$ cat src/rtl/alu_pkg.sv
// rtl/alu_pkg.sv - ALU opcodes, sequencer state encoding and opcode legality helper
package alu_pkg;

    localparam int ALU_CODE_W = 5;

    localparam logic [ALU_CODE_W-1:0] ADD_S = 5'b00000;
    localparam logic [ALU_CODE_W-1:0] ADD_U = 5'b00001;
    localparam logic [ALU_CODE_W-1:0] SUB_S = 5'b00010;
    localparam logic [ALU_CODE_W-1:0] SUB_U = 5'b00011;
    localparam logic [ALU_CODE_W-1:0] INC   = 5'b00100;
    localparam logic [ALU_CODE_W-1:0] DEC   = 5'b00101;

    localparam logic [ALU_CODE_W-1:0] LAND  = 5'b01000;
    localparam logic [ALU_CODE_W-1:0] LOR   = 5'b01001;
    localparam logic [ALU_CODE_W-1:0] LXOR  = 5'b01010;
    localparam logic [ALU_CODE_W-1:0] LNOT  = 5'b01011;
    localparam logic [ALU_CODE_W-1:0] LNAND = 5'b01100;
    localparam logic [ALU_CODE_W-1:0] LNOR  = 5'b01101;

    localparam logic [ALU_CODE_W-1:0] SLL   = 5'b10000;
    localparam logic [ALU_CODE_W-1:0] SRL   = 5'b10001;
    localparam logic [ALU_CODE_W-1:0] SLA   = 5'b10010;
    localparam logic [ALU_CODE_W-1:0] SRA   = 5'b10011;

    localparam logic [ALU_CODE_W-1:0] SLE   = 5'b11000;
    localparam logic [ALU_CODE_W-1:0] SLT   = 5'b11001;
    localparam logic [ALU_CODE_W-1:0] SGE   = 5'b11010;
    localparam logic [ALU_CODE_W-1:0] SGT   = 5'b11011;
    localparam logic [ALU_CODE_W-1:0] SEQ   = 5'b11100;
    localparam logic [ALU_CODE_W-1:0] SNE   = 5'b11101;

    typedef enum logic [1:0] {
        IDLE = 2'd0,
        WAIT = 2'd1,
        HOLD = 2'd2
    } seq_state_t;

    // Each opcode group occupies the low end of its 8-code block.
    function automatic logic is_legal_code(input logic [ALU_CODE_W-1:0] code);
        logic w_ok;
        case (code[4:3])
            2'b10:   w_ok = (code[2:0] <= 3'd3);
            default: w_ok = (code[2:0] <= 3'd5);
        endcase
        return w_ok;
    endfunction

endpackage

$ cat src/rtl/alu_code_check.sv
// rtl/alu_code_check.sv - combinational ALU opcode legality decoder
module alu_code_check
    import alu_pkg::*;
(
    input  logic [ALU_CODE_W-1:0] i_code,
    output logic                  o_legal
);

    assign o_legal = is_legal_code(i_code);

endmodule

$ cat src/rtl/alu_cmd_sequencer.sv
// rtl/alu_cmd_sequencer.sv - drives the external ALU from a command stream and returns captured results
module alu_cmd_sequencer
    import alu_pkg::*;
#(
    parameter int WIDTH         = 16,
    parameter int CODE_W        = 5,
    parameter int SETTLE_CYCLES = 2,
    parameter int OVF_CNT_W     = 8
) (
    input  logic                 clk,
    input  logic                 reset,
    input  logic                 cmd_valid,
    output logic                 cmd_ready,
    input  logic [WIDTH-1:0]     cmd_a,
    input  logic [WIDTH-1:0]     cmd_b,
    input  logic [CODE_W-1:0]    cmd_code,
    input  logic                 cmd_use_prev,
    output logic [WIDTH-1:0]     alu_a,
    output logic [WIDTH-1:0]     alu_b,
    output logic [CODE_W-1:0]    alu_code,
    input  logic [WIDTH-1:0]     alu_c,
    input  logic                 alu_overflow,
    output logic                 res_valid,
    input  logic                 res_ready,
    output logic [WIDTH-1:0]     res_c,
    output logic                 res_overflow,
    output logic                 res_err,
    input  logic                 stat_clr,
    output logic [OVF_CNT_W-1:0] ovf_count
);

    seq_state_t           r_state;
    seq_state_t           w_next_state;
    logic [3:0]           r_settle_cnt;
    logic [WIDTH-1:0]     r_acc;
    logic [WIDTH-1:0]     r_alu_a;
    logic [WIDTH-1:0]     r_alu_b;
    logic [CODE_W-1:0]    r_alu_code;
    logic [WIDTH-1:0]     r_res_c;
    logic                 r_res_overflow;
    logic                 r_res_err;
    logic [OVF_CNT_W-1:0] r_ovf_count;
    logic                 w_legal;
    logic                 w_accept;
    logic                 w_capture;

    alu_code_check u_code_check (
        .i_code  (cmd_code),
        .o_legal (w_legal)
    );

    assign w_accept  = (r_state == IDLE) && cmd_valid;
    assign w_capture = (r_state == WAIT) && (r_settle_cnt == 4'd0);

    always_ff @(posedge clk or posedge reset) begin
        if (reset) r_state <= IDLE;
        else       r_state <= w_next_state;
    end

    always_comb begin
        w_next_state = r_state;
        case (r_state)
            IDLE:    if (cmd_valid) w_next_state = w_legal ? WAIT : HOLD;
            WAIT:    if (r_settle_cnt == 4'd0) w_next_state = HOLD;
            HOLD:    if (res_ready) w_next_state = IDLE;
            default: w_next_state = IDLE;
        endcase
    end

    always_comb begin
        cmd_ready = (r_state == IDLE);
        res_valid = (r_state == HOLD);
    end

    // ALU inputs only change on a legal accept, so they stay frozen through WAIT and HOLD.
    always_ff @(posedge clk or posedge reset) begin
        if (reset) begin
            r_alu_a        <= '0;
            r_alu_b        <= '0;
            r_alu_code     <= '0;
            r_settle_cnt   <= '0;
            r_acc          <= '0;
            r_res_c        <= '0;
            r_res_overflow <= 1'b0;
            r_res_err      <= 1'b0;
        end else if (w_accept) begin
            if (w_legal) begin
                r_alu_a      <= cmd_use_prev ? r_acc : cmd_a;
                r_alu_b      <= cmd_b;
                r_alu_code   <= cmd_code;
                r_settle_cnt <= 4'(SETTLE_CYCLES);
            end else begin
                r_res_c        <= '0;
                r_res_overflow <= 1'b0;
                r_res_err      <= 1'b1;
            end
        end else if (r_state == WAIT) begin
            if (r_settle_cnt != 4'd0) begin
                r_settle_cnt <= r_settle_cnt - 4'd1;
            end else begin
                r_res_c        <= alu_c;
                r_res_overflow <= alu_overflow;
                r_res_err      <= 1'b0;
                r_acc          <= alu_c;
            end
        end
    end

    // Clear takes priority over a coincident overflow capture.
    always_ff @(posedge clk or posedge reset) begin
        if (reset)
            r_ovf_count <= '0;
        else if (stat_clr)
            r_ovf_count <= '0;
        else if (w_capture && alu_overflow && !(&r_ovf_count))
            r_ovf_count <= r_ovf_count + 1'b1;
    end

    assign alu_a        = r_alu_a;
    assign alu_b        = r_alu_b;
    assign alu_code     = r_alu_code;
    assign res_c        = r_res_c;
    assign res_overflow = r_res_overflow;
    assign res_err      = r_res_err;
    assign ovf_count    = r_ovf_count;

endmodule

$ cat config.mk
export PLATFORM = sky130hd
export DESIGN_NAME = alu_cmd_sequencer
export DESIGN_NICKNAME = d
export VERILOG_FILES = /design/src/rtl/alu_pkg.sv /design/src/rtl/alu_code_check.sv /design/src/rtl/alu_cmd_sequencer.sv
export SDC_FILE = /design/constraint.sdc
export NUM_CORES = 1
export LEC_CHECK = 0
export BUFFER_PORTS_ARGS = -buffer_cell sky130_fd_sc_hd__buf_2
export CAP_MARGIN = 20
export CORE_ASPECT_RATIO = 1.4
export CORE_MARGIN = 3
export CORE_UTILIZATION = 47
export CTS_BUF_LIST = sky130_fd_sc_hd__clkbuf_8
export DETAILED_ROUTE_END_ITERATION = 12
export PLACE_DENSITY = 0.79
export SLEW_MARGIN = 10
export SYNTH_ARGS = -nofsm -noshare
export SYNTH_HDL_FRONTEND = slang
export SYNTH_SLANG_ARGS = --single-unit
$ cat constraint.sdc
create_clock -name clk -period 3.2 [get_ports clk]
set_input_delay 0.96 -clock clk [delete_from_list [all_inputs] [get_ports clk]]
set_output_delay 0.96 -clock clk [all_outputs]
set_load 0.1 [all_outputs]
Word level (Yosys, flattened, before mapping)
Cells that the tools add are included.
- register bits after elaboration: 85
- output and inout port bits: 65
- bitwise operators: 2
- mux-type cells: 25
- magnitude comparators: 2
- reduce and logical (&&, ||, !) cells: 17
- equal/unequal tests: 9
- $add $sub $neg: 2
- operators with widths (kind ; number):
    16-bit 2-to-1 mux ; 5
    4-bit 2-to-1 mux ; 4
    8-bit 2-to-1 mux ; 2
    3-bit AND reduction ; 4
    2-bit != test (second input constant) ; 5
    1-bit 2-to-1 mux ; 9
    8-bit by 1-bit adder with 8-bit output (second input constant) ; 1
    2-bit 2-to-1 mux ; 4
    8-bit AND reduction ; 1
    2-bit case mux with 3 select lines ; 1
    2-bit nonzero test ; 3
    2-bit == test (second input constant) ; 2
    1-bit logical AND ; 4
    4-bit logical NOT ; 1
    4-bit nonzero test ; 1
    4-bit by 1-bit subtractor with 4-bit output (second input constant) ; 1
    3-bit by 2-bit <= comparator with 1-bit output (second input constant) ; 1
    3-bit <= comparator (second input constant) ; 1
    2-bit by 1-bit == test with 1-bit output (second input constant) ; 1
    2-bit logical NOT ; 1
    2-bit by 1-bit != test with 1-bit output (second input constant) ; 1
    1-bit inverter ; 2
    2-bit AND reduction ; 1
    1-bit logical NOT ; 1

Depth between registers and ports, before layout
Gate-level depths: netlist (run 1).
- word-level depth: 6
- depth in mapped cells: 8
- mapped depth without buffers: 6

Modules after synthesis
From an unflattened synthesis (run 1), not the netlist that was laid out.
- cell total of the unflattened synthesis: 276
- area, all modules: 3562.2 um^2
- modules (own cells, without submodules) (module ; area an instance (um^2) ; cells each ; instances):
    alu_cmd_sequencer ; 3550.9 ; 274 ; 1
    alu_code_check ; 11.3 ; 2 ; 1

Worst setup path after synthesis (run 1)
No wires, ideal clock.
- kind: register to register
- from: register r_state[1]
- to: register r_alu_a[10] (netlist: alu_a[10])
- cell stages (with the launch flop): 7
- clock period less this slack: 2452 ps
- data arrival time: 2327 ps
- data required time: 3075 ps
- setup time: 125 ps
- setup slack: 748 ps
- cell sequence: dfrtp_1 -> nor2_2 -> nand2_1 -> nor2b_1 -> buf_4 -> buf_6 -> mux2_2
- cells in the longest elaborated chain, start to end: 3
- ends and longest elaborated chain (what ; line ; RTL):
    from (decl) ; alu_cmd_sequencer.sv:32 ; seq_state_t r_state;
    from (signal assigned) ; alu_cmd_sequencer.sv:57 ; else r_state <= w_next_state;
    2-bit logical NOT ; - ;
    named net cmd_ready ; alu_cmd_sequencer.sv:13 ; output logic cmd_ready,
    1-bit logical AND ; alu_cmd_sequencer.sv:52 ; assign w_accept = (r_state == IDLE) && cmd_valid;
    2-bit AND reduction (no source line) ; - ;
    to (signal assigned) ; alu_cmd_sequencer.sv:88 ; r_alu_a <= cmd_use_prev ? r_acc : cmd_a;
    to (decl) ; alu_cmd_sequencer.sv:36 ; logic [WIDTH-1:0] r_alu_a;
The timed path passes the listed nets, and every way through them passes these cells.
A chain may end at the register's enable or synchronous reset.

Final worst setup path (run 1)
- from: register r_state[0]
- to: output res_valid
- cells in the longest elaborated chain, start to end: 1
- ends and longest elaborated chain (what ; line ; RTL):
    2-bit == test ; alu_cmd_sequencer.sv:72 ; res_valid = (r_state == HOLD);
    to (decl) ; alu_cmd_sequencer.sv:23 ; output logic res_valid,
Every way passes these cells.

==> impl_metrics.ini, run 1 <==
[logic_synthesis]
synth_cell_types = 41
yosysTopAreaCell = dfrtp_1
synth_fp_nets = 349
ys_seq_area_share_pct = 58.95
yosys_warnings = 0
synthCells = 287
synth_common_cells = dfrtp_1, mux2_2, nand2_1, a22o_1, inv_1
syn_avg_cell_area_um2 = 12.57
synth_area_leaders = dfrtp_1, mux2_2, nand2_1
synthesis.area_um2 = 3608
synthArstFlopShare_pct = 100.0
netlist.area_leader.share_pct = 58.95
synth_edf_count = 0
synthFlopType = dfrtp_1
synth.most_common_cell = dfrtp_1
synth_seq_cells = 85

[clock_tree]
clk_latency_ps = 360
cts_setup_buffers = 0
root_buffer = clkbuf_8
cts_tree = built
clockBufferDepth = 2
hold_buffers = 0
cts.clk_slew.worst_paths_ps = 100
htree_levels = 3
cts.sinks = 85
cts.repair.resized = 0
numCtsBuffers = 9

[worst_setup_path]
cp.arrival_ps = 1420
end_kind = output pin
start_kind = flip-flop
path_class = flip-flop to output pin
crit_start = r_state[0]
worstPathMaxFanout = 4
required_ps = 2240
rr_startpoint = r_settle_cnt[0]

[placement]
dp_hpwl_um = 5734
port_buffers = 124
place_congestion = 0.7924

[outcome]
status = finished, final reports clean

[timing]
setup_viol = 0
max_slew_margin_pct = 54.81
rsz0062_at_grt = no
hold_viol = 0
min_period_ps = 2379
finClkSkew_ps = 13.66
fin_crit_sh_pct = 74.35
fin_setup_tns_ps = 0
clock.fmax_mhz = 420.3
worst_pin_slew_ps = 677.9
finalMaxSlewViolations = 0

[route]
vias_per_cell = 5.164
ant_nets = 0
drtPass1Iterations = 4
vias = 2649
drt_iter0_drc = 106
drc = 0
avgRoutedWirePerCell_um = 15.28
wl_um = 7837

[floorplan]
rows = 37
core-area_um2 = 7407
die_area_um2 = 8780
die_w_um = 80.06
boundaryPins = 125
die_y_um = 109.7
start_util_pct = 48.72

[layout]
nets = 473
drive_gt1_share_pct = 49.76
antenna_cells = 0
area_growth_pct = 25.97

[grt]
grt_pass1_vias = 2560
grt_antenna_before_repair = 0
grt_max_degree = 51
grt_pass1_wl_um = 12350
globalRouteOverflowTotal = 0
grtUsageTotal_pct = 18.53

[hold_path]
min_path_type = flip-flop to flip-flop
hold_path_startpoint = r_acc[3]

[flow_run]
max-cap-violations = 0
==> area by class of cell <==
cell class                      instances  area [um^2]
Sequential cell                        85         2127
Clock inverter                          7        122.6
Multi-Input combinational cell        180         1360
Clock buffer                            9        123.9
Fill cell                             635         2861
Timing Repair Buffer                  128        663.1
Inverter                                7        27.53
Tap cell                               97        121.4
==> kinds of logic (layout without fill, tap and decap cells) <==
family	count (synthesis)	in the layout	synth area share [%]
adder cells (fa/ha/maj)	2	2	0.6934
XOR/XNOR	2	2	0.4855
flip-flops	85	85	58.95
AO/OA/AOI/OAI	38	38	8.149
AND/OR/NAND/NOR	84	84	11.30
multiplexers	54	54	16.85
buffers and inverters	22	151	3.572
==> registers in the layout, summed over array words and instances, names as in the netlist <==
register,cells
r_acc,16
alu_code,5
r_state,2
alu_b,16
res_overflow,1
r_settle_cnt,4
res_c,16
alu_a,16
res_err,1
ovf_count,8
==> layout by cell type (no fill, tap or decap), types with 3 or more instances in the layout <==
cell	count
buf_4	3
buf_2	124
or4_1	3
clkbuf_8	9
a21oi_1	5
inv_1	6
o41ai_1	3
nand3_1	6
dfrtp_1	85
bufinv_16	3
mux2_2	52
a22o_1	16
nor2_1	5
o21ai_0	4
nand2_1	51
==> final timing paths <==
| path | cells past startpoint | end | slack (ps) |
|---|---|---|---|
| max reg2reg | 6 | r_state[1] | 1120 |
| min | 2 | r_acc[3] | 480 |
| min in group asynchronous | 2 | r_settle_cnt[2] | 650 |
| max in group asynchronous | 3 | alu_a[9] | 1900 |
| max | 3 | res_valid | 820 |
| min reg2reg | 2 | r_acc[3] | 480 |
==> through the flow <==
stage	utilization (%)	std cells	instance area, um^2	setup slack, ps	hold WS, ps
floorplan	-	287	3608	46.50	440.1
global placement	58.04	497	4299	861.6	456.9
detailed placement	58.04	497	4299	818.4	456.8
CTS	61.37	513	4546	802.2	479.2
global route	61.37	513	4546	759.9	488.4
finish	61.37	513	4546	820.9	475.8
==> layer usage <==
layer  GRT usage (%)  part of all wire, %  vias to the layer above
met5               0                    0                        -
met2           29.98                   52                      101
met1           22.70                   40                     1280
met4           9.300                  2.3                        0
met3           5.082                  6.5                       13
li1                -                    -                     1255
==> worst max-delay path: stages (launching register included) <==
cell	delay, ps
dfrtp_1	420
nand2b_1	180
inv_1	50
buf_2	410
Power of run 1 is not shown: default switching activity piles up to over one toggle a cycle in this logic, so the estimate is an artifact.
==> run 2: changes to the inputs <==
==> constraint.sdc (replaced) <==
create_clock -name clk -period 2.04 [get_ports clk]
set_input_delay 0.612 -clock clk [delete_from_list [all_inputs] [get_ports clk]]
set_output_delay 0.612 -clock clk [all_outputs]
set_load 0.1 [all_outputs]
==> impl_metrics.ini, run 2 (same netlist as run 1, synthesis figures left out) <==
[outcome]
status = finished, final reports clean

[worst_setup_path]
cp.arrival_ps = 2150
worstPathMaxFanout = 15
path_class = flip-flop to flip-flop
end_kind = flip-flop
start_kind = flip-flop
required_ps = 2270

[route]
ant_nets = 0
drt_iter0_drc = 150
wl_um = 8200
drc = 0
drtPass1Iterations = 6
avgRoutedWirePerCell_um = 15.83
vias_per_cell = 5.141
vias = 2663

[timing]
fin_crit_sh_pct = 94.11
hold_viol = 0
setup_viol = 0
finalMaxSlewViolations = 0
min_period_ps = 1920
worst_pin_slew_ps = 551.6
max_slew_margin_pct = 63.09
finClkSkew_ps = 5.517
holdWs_ps = 378.2
clock.fmax_mhz = 520.9

[floorplan]
die_w_um = 80.06
boundaryPins = 125
rows = 37
core-area_um2 = 7407
die_y_um = 109.7
die_area_um2 = 8780
start_util_pct = 48.72

[placement]
place_congestion = 0.8158
dp_hpwl_um = 5940
port_buffers = 124

[hold_path]
min_path_type = primary input to async pin

[clock_tree]
numCtsBuffers = 9
cts.sinks = 85
htree_levels = 3
root_buffer = clkbuf_8
clockBufferDepth = 2
cts.clk_slew.worst_paths_ps = 80
cts_tree = built
clk_latency_ps = 340

[layout]
mostFrequentLayoutCell = buf_2
nets = 478
layout_common_cells = buf_2, dfrtp_1, mux2_2, nand2_1, a22o_1
area_growth_pct = 26.87
antenna_cells = 0
drive_gt1_share_pct = 50.83
num-fill-cells = 616

[grt]
grt_max_degree = 86
grt_pass1_wl_um = 13490
grt_antenna_before_repair = 0
grt_pass1_vias = 2797
grtUsageTotal_pct = 20.02
globalRouteOverflowTotal = 0

[flow_run]
max-cap-violations = 0
-- run 2: changes by cell type in the layout (fill, tap and decap cells not counted), moves of 2 or more --
cell,before,now
buf_4,3,7
clkinv_2,1,4
buf_12,1,3
buf_2,124,122
bufinv_16,3,1
dfrtp_1,85,83
dfrtp_2,0,2
-- run 2: area by class of cell --
type / instances / area [um^2] / share of cell area, %
inverters: 7 / 30.03 / 0.6559
flip-flops and latches: 85 / 2130 / 46.52
clock inverters: 6 / 53.80 / 1.175
clock buffers: 10 / 137.6 / 3.006
well taps: 97 / 121.4 / 2.651
multi-input cells: 180 / 1375 / 30.04
repair buffers: 133 / 730.7 / 15.96
-- run 2: through the flow --
| stage | TNS, ps | instances | area [um^2] | utilization (%) | setup slack [ps] |
|---|---|---|---|---|---|
| floorplan | 0 | 287 | 3622 | - | 9.510 |
| global placement | 0 | 501 | 4367 | 58.95 | 180.4 |
| detailed placement | 0 | 501 | 4367 | 58.95 | 56.33 |
| CTS | 0 | 517 | 4561 | 61.57 | 27.62 |
| global route | -27.73 | 518 | 4578 | 61.81 | -21.92 |
| finish | 0 | 518 | 4578 | 61.81 | 120.2 |
-- run 2: metal layers --
metal  vias to the layer above  wire length [um]  share of wire [%]  global-route usage [%]
li1                       1260                 -                  -                       -
met1                      1312              3343                 41                   25.88
met2                        82              4302                 52                   33.77
met3                         9               421                5.1                   2.705
met4                         0               133                1.6                   8.333
met5                         -                 0                  0                       0
-- run 2: timing repair --
| action | in CTS | in global routing |
|---|---|---|
| setup endpoints to repair | 1 | 7 |
| setup buffers | 0 | 1 |
| pin swaps | 0 | 0 |
| gates resized for setup | 1 | 2 |
| hold buffers | 0 | 0 |
-- run 2: path summary, 6_finish.rpt --
| path | slack (ps) | from | to | cells after the start |
|---|---|---|---|---|
| worst min-delay path | 380 | reset | r_acc[12] | 3 |
| max in group asynchronous | 1310 | reset | res_c[15] | 3 |
| min in group clk | 450 | res_ready | r_state[1] | 2 |
| worst min register to register | 470 | r_acc[6] | r_acc[6] | 2 |
| worst max-delay path | 120 | r_settle_cnt[0] | ovf_count[5] | 6 |
| worst max register to register | 120 | r_settle_cnt[0] | ovf_count[5] | 6 |
-- run 2: worst max-delay path, cell delays in order, from the launching register on --
cell and delay, ps:
dfrtp_1 400, inv_1 70, ha_1 180, nor3b_4 290, nand3_4 190, nor4_1 310
mux2_2 370
Power of run 2 is left out for the same reason.
